`config.mk`:
```
export PLATFORM = sky130hd
export DESIGN_NAME = mvu_stream_flat
export DESIGN_NICKNAME = d
export VERILOG_FILES = /design/src/rtl/mvu_stream_pkg.sv /design/src/rtl/mvu_stream_if.sv /design/src/rtl/mvu_stream_dot.sv /design/src/rtl/mvu_stream.sv /design/src/flat_wrapper.sv
export SDC_FILE = /design/constraint.sdc
export NUM_CORES = 1
export LEC_CHECK = 0
export ABC_AREA = 1
export BUFFER_PORTS_ARGS = -buffer_cell sky130_fd_sc_hd__buf_2
export CORE_ASPECT_RATIO = 1.2
export CORE_MARGIN = 4
export CORE_UTILIZATION = 54
export DETAILED_ROUTE_END_ITERATION = 10
export GPL_TIMING_DRIVEN = 0
export PLACE_DENSITY = 0.72
export SYNTH_ARGS = -nofsm -noshare
export SYNTH_HDL_FRONTEND = slang
export SYNTH_SLANG_ARGS = --single-unit
```
`constraint.sdc`:
```
create_clock -name clk -period 16.7 [get_ports clk]
set_clock_uncertainty 0.1 [all_clocks]
set_input_delay 3.34 -clock clk [delete_from_list [all_inputs] [get_ports clk]]
set_output_delay 3.34 -clock clk [all_outputs]
set_load 0.02 [all_outputs]
```
`src/rtl/mvu_stream_pkg.sv`:
```
// Shared definitions for the folded matrix-vector unit: fold state, default geometry, lane types.
// Latency: n/a (package).
// Backpressure: n/a (package).
package mvau_defn;

    typedef enum logic {
        FILL   = 1'b0,
        REPLAY = 1'b1
    } fold_state_t;

    // Counter width helper: a 1-entry counter still needs one bit of storage.
    function automatic int cnt_width(input int n);
        return (n > 1) ? $clog2(n) : 1;
    endfunction

    localparam int DEF_MATRIX_W = 4;
    localparam int DEF_MATRIX_H = 4;
    localparam int DEF_SIMD     = 2;
    localparam int DEF_PE       = 2;
    localparam int DEF_TI       = 8;
    localparam int DEF_TW       = 8;
    localparam int DEF_TO       = 16;

    // Fold counts and counter widths of the default geometry.
    localparam int SF   = DEF_MATRIX_W / DEF_SIMD;
    localparam int NF   = DEF_MATRIX_H / DEF_PE;
    localparam int SF_W = cnt_width(SF);
    localparam int NF_W = cnt_width(NF);

    typedef logic [DEF_TI-1:0] act_lane_t;
    typedef logic [DEF_TW-1:0] wgt_lane_t;
    typedef logic [DEF_TO-1:0] acc_t;

endpackage

```
`src/rtl/mvu_stream_if.sv`:
```
// Activation, weight and result streams of the matrix-vector unit.
// Latency: n/a (signal bundle).
// Backpressure: valid/ready on each of the three streams.
interface mvu_stream_if
    import mvau_defn::*;
#(
    parameter int SIMD = DEF_SIMD,
    parameter int PE   = DEF_PE,
    parameter int TI   = DEF_TI,
    parameter int TW   = DEF_TW,
    parameter int TO   = DEF_TO
) ();
    logic                   in_v;
    logic                   in_rdy;
    logic [SIMD*TI-1:0]     in_act;
    logic                   wgt_v;
    logic                   wgt_rdy;
    logic [PE*SIMD*TW-1:0]  in_wgt;
    logic                   out_v;
    logic                   out_rdy;
    logic [PE*TO-1:0]       out;

    modport master (
        output in_v, in_act, wgt_v, in_wgt, out_rdy,
        input  in_rdy, wgt_rdy, out_v, out
    );

    modport slave (
        input  in_v, in_act, wgt_v, in_wgt, out_rdy,
        output in_rdy, wgt_rdy, out_v, out
    );
endinterface

```
`src/rtl/mvu_stream_dot.sv`:
```
// SIMD-lane dot product of one PE row against the current activation beat.
// Latency: purely combinational.
// Backpressure: none (no state).
module mvu_stream_dot
    import mvau_defn::*;
#(
    parameter int SIMD   = DEF_SIMD,
    parameter int TI     = DEF_TI,
    parameter int TW     = DEF_TW,
    parameter int TO     = DEF_TO,
    parameter bit SIGNED = 1'b1
) (
    input  logic [SIMD*TI-1:0] act,
    input  logic [SIMD*TW-1:0] wgt,
    output logic [TO-1:0]      dot
);
    localparam int PW = TI + TW;

    logic [TI-1:0] a;
    logic [TW-1:0] w;
    logic [PW-1:0] a_x;
    logic [PW-1:0] w_x;
    logic [PW-1:0] prod;
    logic [TO-1:0] term;

    // Extend each lane to full product width, multiply, re-extend to the accumulator width and sum.
    always_comb begin
        a    = '0;
        w    = '0;
        a_x  = '0;
        w_x  = '0;
        prod = '0;
        term = '0;
        dot  = '0;
        for (int s = 0; s < SIMD; s++) begin
            a = act[s*TI +: TI];
            w = wgt[s*TW +: TW];
            if (SIGNED) begin
                a_x = PW'($signed(a));
                w_x = PW'($signed(w));
            end else begin
                a_x = PW'(a);
                w_x = PW'(w);
            end
            // Low PW bits of the extended product are exact for both signednesses.
            prod = a_x * w_x;
            if (SIGNED) begin
                term = TO'($signed(prod));
            end else begin
                term = TO'(prod);
            end
            dot = dot + term;
        end
    end
endmodule

```
`src/rtl/mvu_stream.sv`:
```
// Folded MatrixH x MatrixW matrix-vector unit: buffers one input vector and replays it for every PE row fold.
// Latency: one cycle from the last beat of a fold to out_v with the final sums.
// Backpressure: last beat of a fold stalls while an unaccepted result is held; earlier beats keep flowing.
module mvu_stream
    import mvau_defn::*;
#(
    parameter int MatrixW = DEF_MATRIX_W,
    parameter int MatrixH = DEF_MATRIX_H,
    parameter int SIMD    = DEF_SIMD,
    parameter int PE      = DEF_PE,
    parameter int TI      = DEF_TI,
    parameter int TW      = DEF_TW,
    parameter int TO      = DEF_TO,
    parameter bit SIGNED  = 1'b1
) (
    input  logic         clk,
    input  logic         rst_n,
    mvu_stream_if.slave  bus
);
    localparam int SF_LEN = MatrixW / SIMD;
    localparam int NF_LEN = MatrixH / PE;
    localparam int SF_CW  = cnt_width(SF_LEN);
    localparam int NF_CW  = cnt_width(NF_LEN);
    localparam logic [SF_CW-1:0] SF_LAST = SF_CW'(SF_LEN - 1);
    localparam logic [NF_CW-1:0] NF_LAST = NF_CW'(NF_LEN - 1);

    if ((MatrixW % SIMD) != 0) begin : g_bad_width
        $fatal(1, "mvu_stream: MatrixW must be a multiple of SIMD");
    end
    if ((MatrixH % PE) != 0) begin : g_bad_height
        $fatal(1, "mvu_stream: MatrixH must be a multiple of PE");
    end

    fold_state_t          state;
    logic [SF_CW-1:0]     sf;
    logic [NF_CW-1:0]     nf;
    logic [SIMD*TI-1:0]   act_buf [SF_LEN];
    logic [TO-1:0]        acc     [PE];
    logic [TO-1:0]        dot     [PE];
    logic [TO-1:0]        sum     [PE];
    logic [PE*TO-1:0]     out_q;
    logic                 out_v_q;

    logic                 act_avail;
    logic                 last_beat;
    logic                 block;
    logic                 fire;
    logic [SIMD*TI-1:0]   act_cur;

    // Beat qualification: the activation source depends on the fold, and only a last beat can be blocked by a held result.
    always_comb begin
        act_avail = (state == FILL) ? bus.in_v : 1'b1;
        last_beat = (sf == SF_LAST);
        block     = last_beat & out_v_q & ~bus.out_rdy;
        fire      = rst_n & bus.wgt_v & act_avail & ~block;
        act_cur   = (state == FILL) ? bus.in_act : act_buf[sf];
    end

    // Readies are held low during reset so nothing is taken from upstream mid-reset.
    assign bus.in_rdy  = rst_n & (state == FILL) & bus.wgt_v & ~block;
    assign bus.wgt_rdy = rst_n & act_avail & ~block;
    assign bus.out_v   = out_v_q;
    assign bus.out     = out_q;

    for (genvar p = 0; p < PE; p++) begin : g_pe
        mvu_stream_dot #(
            .SIMD   (SIMD),
            .TI     (TI),
            .TW     (TW),
            .TO     (TO),
            .SIGNED (SIGNED)
        ) u_dot (
            .act (act_cur),
            .wgt (bus.in_wgt[p*SIMD*TW +: SIMD*TW]),
            .dot (dot[p])
        );
    end

    // Running sum for this beat; the first beat of a fold starts from zero instead of the stale accumulator.
    always_comb begin
        for (int p = 0; p < PE; p++) begin
            if (sf == '0) begin
                sum[p] = dot[p];
            end else begin
                sum[p] = acc[p] + dot[p];
            end
        end
    end

    // Fold sequencing, accumulation and the output register.
    always_ff @(posedge clk) begin
        if (!rst_n) begin
            state   <= FILL;
            sf      <= '0;
            nf      <= '0;
            out_v_q <= 1'b0;
            out_q   <= '0;
            for (int p = 0; p < PE; p++) begin
                acc[p] <= '0;
            end
        end else begin
            if (out_v_q && bus.out_rdy) begin
                out_v_q <= 1'b0;
            end
            if (fire) begin
                for (int p = 0; p < PE; p++) begin
                    acc[p] <= sum[p];
                end
                if (last_beat) begin
                    // The last beat's dot goes straight into the result, so no extra drain cycle.
                    for (int p = 0; p < PE; p++) begin
                        out_q[p*TO +: TO] <= sum[p];
                    end
                    out_v_q <= 1'b1;
                    sf      <= '0;
                    if (nf == NF_LAST) begin
                        nf    <= '0;
                        state <= FILL;
                    end else begin
                        nf    <= nf + 1'b1;
                        state <= REPLAY;
                    end
                end else begin
                    sf <= sf + 1'b1;
                end
            end
        end
    end

    // Capture the vector during fold 0 so later folds can replay it without upstream involvement.
    always_ff @(posedge clk) begin
        if (fire && (state == FILL)) begin
            act_buf[sf] <= bus.in_act;
        end
    end
endmodule

```
`src/flat_wrapper.sv`:
```
// flat-port wrapper written by rule: the top's interface ports become plain ports
module mvu_stream_flat import mvau_defn::*;
#(
    parameter int MatrixW = DEF_MATRIX_W,
    parameter int MatrixH = DEF_MATRIX_H,
    parameter int SIMD    = DEF_SIMD,
    parameter int PE      = DEF_PE,
    parameter int TI      = DEF_TI,
    parameter int TW      = DEF_TW,
    parameter int TO      = DEF_TO,
    parameter bit SIGNED  = 1'b1
)
  (clk, rst_n, bus_in_v, bus_in_act, bus_wgt_v, bus_in_wgt, bus_out_rdy, bus_in_rdy, bus_wgt_rdy, bus_out_v, bus_out);
  mvu_stream_if #(.SIMD(SIMD), .PE(PE), .TI(TI), .TW(TW), .TO(TO)) bus_i ();
  input  logic clk;
  input  logic rst_n;
  input wire logic [$bits(bus_i.in_v)-1:0] bus_in_v;
  input wire logic [$bits(bus_i.in_act)-1:0] bus_in_act;
  input wire logic [$bits(bus_i.wgt_v)-1:0] bus_wgt_v;
  input wire logic [$bits(bus_i.in_wgt)-1:0] bus_in_wgt;
  input wire logic [$bits(bus_i.out_rdy)-1:0] bus_out_rdy;
  output wire logic [$bits(bus_i.in_rdy)-1:0] bus_in_rdy;
  output wire logic [$bits(bus_i.wgt_rdy)-1:0] bus_wgt_rdy;
  output wire logic [$bits(bus_i.out_v)-1:0] bus_out_v;
  output wire logic [$bits(bus_i.out)-1:0] bus_out;
  assign bus_i.in_v = bus_in_v;
  assign bus_i.in_act = bus_in_act;
  assign bus_i.wgt_v = bus_wgt_v;
  assign bus_i.in_wgt = bus_in_wgt;
  assign bus_i.out_rdy = bus_out_rdy;
  assign bus_in_rdy = bus_i.in_rdy;
  assign bus_wgt_rdy = bus_i.wgt_rdy;
  assign bus_out_v = bus_i.out_v;
  assign bus_out = bus_i.out;
  mvu_stream #(.MatrixW(MatrixW), .MatrixH(MatrixH), .SIMD(SIMD), .PE(PE), .TI(TI), .TW(TW), .TO(TO), .SIGNED(SIGNED)) u_core (.clk(clk), .rst_n(rst_n), .bus(bus_i));
endmodule
```
==> results of run 1 <==
==> cell usage after synthesis, types with 4 or more instances <==
cell type and count:
buf_2 13, fa_1 272, xor2_1 26, o21ai_1 9, o21ai_2 5, o211ai_1 20, nand3_1 87, a21oi_1 68
ha_1 139, nand2_1 343, xnor2_1 17, edfxtp_1 64, a21o_1 8, clkbuf_1 18, nand4_1 7, nand2_2 5
o21ai_0 50, inv_1 520, mux2i_1 4, nor3_1 4, nand3b_1 4, dfxtp_1 36, o21a_1 5, buf_4 4
nor2_1 273
==> cell type report <==
cell class	count	share of cell area [%]
inverter	525	11.1
sequential	100	14.9
timing repair buffer	87	2.50
multi-input combinational	1371	65.8
tap	390	2.76
clock inverter	7	0.389
clock buffer	9	1.27
antenna	3	0.0425
buffer	39	1.13
==> routing by layer <==
metal	GRT usage, %	vias to the layer above	routed length, um
met2	46.0	474	20600
met4	8.63	8	1610
met3	4.33	116	2970
met1	33.3	6377	17200
li1	-	6302	-
met5	0	-	51
==> tightest hold or removal path: stages (launching register included) <==
cell and delay (ns):
dfxtp_1 0.32, o211ai_1 0.08, inv_1 0.05
==> how the worst max path moves through the flow <==
stage / startpoint / to
6_report: bus_in_act[0] / u_core.acc[0][31]
3_3_place_gp: bus_in_act[0] / u_core.acc[0][31]
5_1_grt: bus_in_act[0] / u_core.acc[0][31]
3_5_place_dp: bus_in_act[0] / u_core.acc[0][31]
4_1_cts: bus_in_act[0] / u_core.acc[0][31]
2_1_floorplan: bus_in_act[15] / u_core.acc[0][31]
==> placed cells by master, fill, tap and decap left out, types with 4 or more instances in the layout <==
cell	n
xor2_1	26
o21ai_0	50
nand3b_1	4
a21oi_1	68
fa_1	272
xnor2_1	17
clkbuf_1	18
inv_1	520
mux2i_1	4
buf_4	4
o21ai_2	5
ha_1	139
edfxtp_1	64
o21ai_1	9
clkbuf_16	9
o21a_1	5
o211ai_1	20
nand2_2	6
buf_2	99
nand3_1	87
a21o_1	8
nand4_1	7
dfxtp_1	36
nand2_1	342
nor2_1	272
==> flip-flops by register name, indices dropped and copies added (netlist names), named ones only <==
signal and cells:
u_core.bus.out 32, u_core.last_beat 1, u_core.bus.out_v 1, u_core.nf 1
u_core.acc 32, u_core.act_buf 32
==> metrics by stage <==
step,std cells,worst slack (ns)
floorplan,2035,6.88
global placement,2511,5.43
detailed placement,2512,5.44
CTS,2528,5.78
global route,2528,5.27
finish,2531,5.68
==> cells by family (layout without fill, tap and decap cells) <==
family | after synthesis | after routing
simple gates | 731 | 731
buf+inv | 564 | 667
fa+ha+maj | 411 | 411
compound gates | 180 | 180
flops | 100 | 100
xor+xnor | 45 | 45
mux | 4 | 4
other cells | 0 | 3
==> results.cfg, run 1 <==
[run_status]
outcome = finished clean

[timing]
fmax_ghz = 0.0908
timing.hold.ws_ns = 0.380
rsz0062_at_grt = false
setup_tns_ns = 0
final-hold-violation-count = 0
timing.final.setup_violations = 0
final.min_clock_period_ns = 11.02
finalCritPeriodShare_pct = 66.0
slew_headroom_pct = 26.4
worst_pin_slew_ns = 1.09
number_of_max_slew_violations_in_the_final_report = 0

[critical_path]
worstRegToRegCells = 34
worst_path_dominant_cell_family = adder cells
critical_path.max_fanout = 10
number_of_cells_on_the_critical_path = 32
critical-path-max-stage-delay_ns = 0.84
setup.worst_path.end_class = flip-flop
reg2reg_slack_ns = 7.96
worst_ep_arrival_time_ns = 11.03
worstSetupPathType = in2reg
critPathLaunchType = input port
crit-reg2reg-capture = u_core.acc[0][31]
cp_slowest_cell = o21ai_0
number_of_buffer_and_inverter_instances_along_the_worst_setup_path = 8
cp_data_required_time_ns = 16.71

[logic_synthesis]
synth.avg_cell_area_sq_um = 8.08
synth_top_family_by_area = adder cells
synthMuxAreaShare_pct = 0.244
synth_flop_cell = edfxtp_1
yosys_warnings = 0
synth_simple_gate_area_share_pct = 17.9
synth.area.top_cells = fa_1 (33%), inv_1 (12%), edfxtp_1 (12%)
synthCells = 2035
yosys_register_bits = 100
asyncSetResetFlopFracSynth_pct = 0
synth_fa_ha_area_share_pct = 43.7
synth_sequential_area_ratio_pct = 16.1
synth_top_area_cell = fa_1
synth_nets = 2499
synthDistinctLibCells = 46
synthXorXnorAreaFrac_pct = 2.49
post_synth_instance_area_sq_mm = 0.0164
synth-compound-area-share_pct = 6.42
edff_count_synth = 64
yosysTopAreaCellShare_pct = 33.1

[placement]
post_dp_cell_area_sq_mm = 0.0174
port_buffers = 86
detailedPlacementHpwl_um = 35900
finalWeightedCongestion = 0.924

[global_route]
antenna_found_initial = 8
overflow = 0
first_global_vias = 14100
globalRouteTotalUtil_pct = 26.2
grt_pass1_wl_um = 69700
pin_count_of_the_biggest_net_entering_global_routing = 33

[floorplanning]
dieArea_sq_mm = 0.0333
initial_utilization_pct = 55.2
floorplan.die.height_um = 199
dieWidth_um = 167
design.portCount = 88
area_of_the_placeable_core_sq_mm = 0.0298
std_cell_rows = 69

[clock_network]
cts-root-to-sink-buffers = 2
post_cts_resize_count = 0
cts.sinks = 100
ctsRootBufferMaster = clkbuf_16
cts_setup_buffers = 0
tritoncts.num_buffers = 9
cts_hold_buf = 0
clock_insertion_delay_worst_skew_ns = 0.38
cts.clk_slew.worst_paths_ns = 0.08
cts.htree.levels = 3
tritoncts = yes

[worst_hold_path]
worst_hold_path_type = reg2reg
cell_count_of_the_worst_hold_path = 2
min_from = u_core.bus.out[2]
worst_hold_path.endpoint = u_core.bus.out[2]

[layout]
regArea_sq_mm = 0.00264
finalNetCount = 2597
final_cell_area_sq_mm = 0.0177
multi_input_comb_area_sq_mm = 0.0116
growth_of_design_area_from_synthesis_to_finish_pct = 7.55
layout-drive-gt1-share_pct = 7.11
post-route-util_pct = 59.4
final.fill_count = 2715

[job]
max_cap_violations = 0

[drt]
routed_via_density = 5.25
route.detailed.wl_per_inst_um = 16.8
drtIter0Drc = 1119
dr_vias = 13300
ant_nets = 0
first_pass_iters = 8
wl_um = 42400
drc = 0
Power of run 1 is not shown: default switching activity piles up to over one toggle a cycle in this logic, so the estimate is an artifact.
==> inputs of run 2 (changes only) <==
PLACE_DENSITY = 0.75   (was 0.72)
clock period = 10.1 ns   (was 16.7 ns; I/O delays follow)
==> run 2 against run 1 <==
  * Via count rose by 0.63%
  * Worst setup slack worse by 5.0 ns
  * Utilization about the same
  * Die area did not move
  * First-iteration DRC count is 13% lower
  * Wire length shrank 2.4%
  * Critical path depth unchanged
  * Count of clock-buffer cells in the layout up 1
  * Largest cell class unchanged
==> results.cfg, run 2 (synthesis gave the netlist of run 1 again) <==
[floorplanning]
dieWidth_um = 167
dieArea_sq_mm = 0.0333
floorplan.die.height_um = 199
std_cell_rows = 69
initial_utilization_pct = 55.2
area_of_the_placeable_core_sq_mm = 0.0298
design.portCount = 88

[timing]
timing.final.setup_violations = 0
rsz0062_at_grt = false
timing.hold.ws_ns = 0.386
fmax_ghz = 0.107
setup_tns_ns = 0
slew_headroom_pct = 32.6
worst_pin_slew_ns = 1.00
number_of_max_slew_violations_in_the_final_report = 0
finalCritPeriodShare_pct = 92.8
final-hold-violation-count = 0
final.min_clock_period_ns = 9.37

[critical_path]
worstSetupPathType = in2reg
critical-path-max-stage-delay_ns = 0.77
setup.worst_path.end_class = flip-flop
cp_slowest_cell = o21ai_0
worstRegToRegCells = 34
cp_data_required_time_ns = 10.10
reg2reg_slack_ns = 1.54
critical_path.max_fanout = 10
crit-reg2reg-capture = u_core.acc[0][31]
worst_ep_arrival_time_ns = 9.37
critPathLaunchType = input port

[layout]
layout-drive-gt1-share_pct = 7.06
final_cell_area_sq_mm = 0.0177
growth_of_design_area_from_synthesis_to_finish_pct = 7.53
final.fill_count = 2597
commonest_non_fill_non_tap_cell_in_the_layout = inv_1
finalNetCount = 2597
final_cell_mix = inv_1 (520), nand2_1 (342), nor2_1 (272), fa_1 (272), ha_1 (139)

[drt]
wl_um = 41400
met3_length_um = 2910
drtIter0Drc = 975
first_pass_iters = 7
maxUsedRoutingLayer = met5
dr_vias = 13400
ant_nets = 0
detail_route.wirelength.met1_um = 17000
met2RoutedLength_um = 19900
drc = 0
routed_via_density = 5.28
route.detailed.wl_per_inst_um = 16.4

[global_route]
pin_count_of_the_biggest_net_entering_global_routing = 33
first_global_vias = 14100
grt_pass1_wl_um = 69200
overflow = 0
globalRouteTotalUtil_pct = 25.9
antenna_found_initial = 7

[placement]
detailedPlacementHpwl_um = 35500
port_buffers = 86
post_dp_cell_area_sq_mm = 0.0174
finalWeightedCongestion = 0.943

[clock_network]
tritoncts.num_buffers = 9
cts.htree.levels = 3
cts.clk_slew.worst_paths_ns = 0.08
clock_insertion_delay_worst_skew_ns = 0.36
tritoncts = yes
cts_setup_buffers = 0
cts-root-to-sink-buffers = 2
cts.sinks = 100
post_cts_resize_count = 0
cts_hold_buf = 0
ctsRootBufferMaster = clkbuf_16

[worst_hold_path]
worst_hold_path.endpoint = u_core.bus.out[5]
cell_count_of_the_worst_hold_path = 2
min_from = u_core.bus.out[5]
worst_hold_path_type = reg2reg

[job]
max_cap_violations = 0

[run_status]
outcome = finished clean
## run 2: changes by cell type in the layout (fill, tap and decap cells not counted)
cell,before,now
clkinv_4,0,1
diode_2,3,1
buf_6,2,1
bufinv_16,0,1
clkbuf_1,18,19
inv_8,2,1
inv_6,2,1
buf_4,4,5
clkinv_8,1,0
## run 2: final cells by class
type                       instances  area (sq um)  area share (%)
multi-input combinational       1371         11600            65.8
sequential                       100          2640            14.9
inverter                         525          1970            11.1
tap                              390           488            2.76
timing repair buffer              87           438            2.48
clock buffer                      10           229            1.30
buffer                            39           199            1.13
clock inverter                     6          71.3           0.403
antenna                            1          2.50          0.0142
## run 2: worst max path at each step
| stage | startpoint | end | slack (ns) | cells after the start |
|---|---|---|---|---|
| finish | bus_in_act[0] | u_core.acc[0][31] | 0.73 | 32 |
| global route | bus_in_act[13] | u_core.bus.out[10] | 0.22 | 34 |
| CTS | bus_in_act[0] | u_core.acc[0][31] | 0.81 | 32 |
| detailed placement | bus_in_act[0] | u_core.acc[0][31] | 0.48 | 32 |
| global placement | bus_in_act[0] | u_core.acc[0][31] | 0.55 | 32 |
| floorplan | bus_in_act[15] | u_core.acc[0][31] | 1.60 | 30 |
## run 2: per-stage QoR
step / worst slack (ns) / util, % / instances
5_1_grt: 0.221 / 59.3 / 2528
4_1_cts: 0.810 / 59.3 / 2528
3_3_place_gp: 0.548 / 58.3 / 2511
6_report: 0.727 / 59.4 / 2529
2_1_floorplan: 1.60 / - / 2035
3_5_place_dp: 0.484 / 58.3 / 2512
## run 2: critical path: cells and delay by family
| family | cells | cell delay (ns) |
|---|---|---|
| compound gates | 7 | 1.90 |
| simple gates | 8 | 0.71 |
| buf+inv | 8 | 0.92 |
| fa+ha+maj | 8 | 3.66 |
| xor+xnor | 1 | 0.16 |
## run 2: routing by layer
metal  GRT usage (%)  vias to the layer above
met5               0                        -
met4            9.32                       12
met3            4.31                      100
met2            44.6                      469
met1            33.4                     6467
li1                -                     6312
Power of run 2 is left out for the same reason.
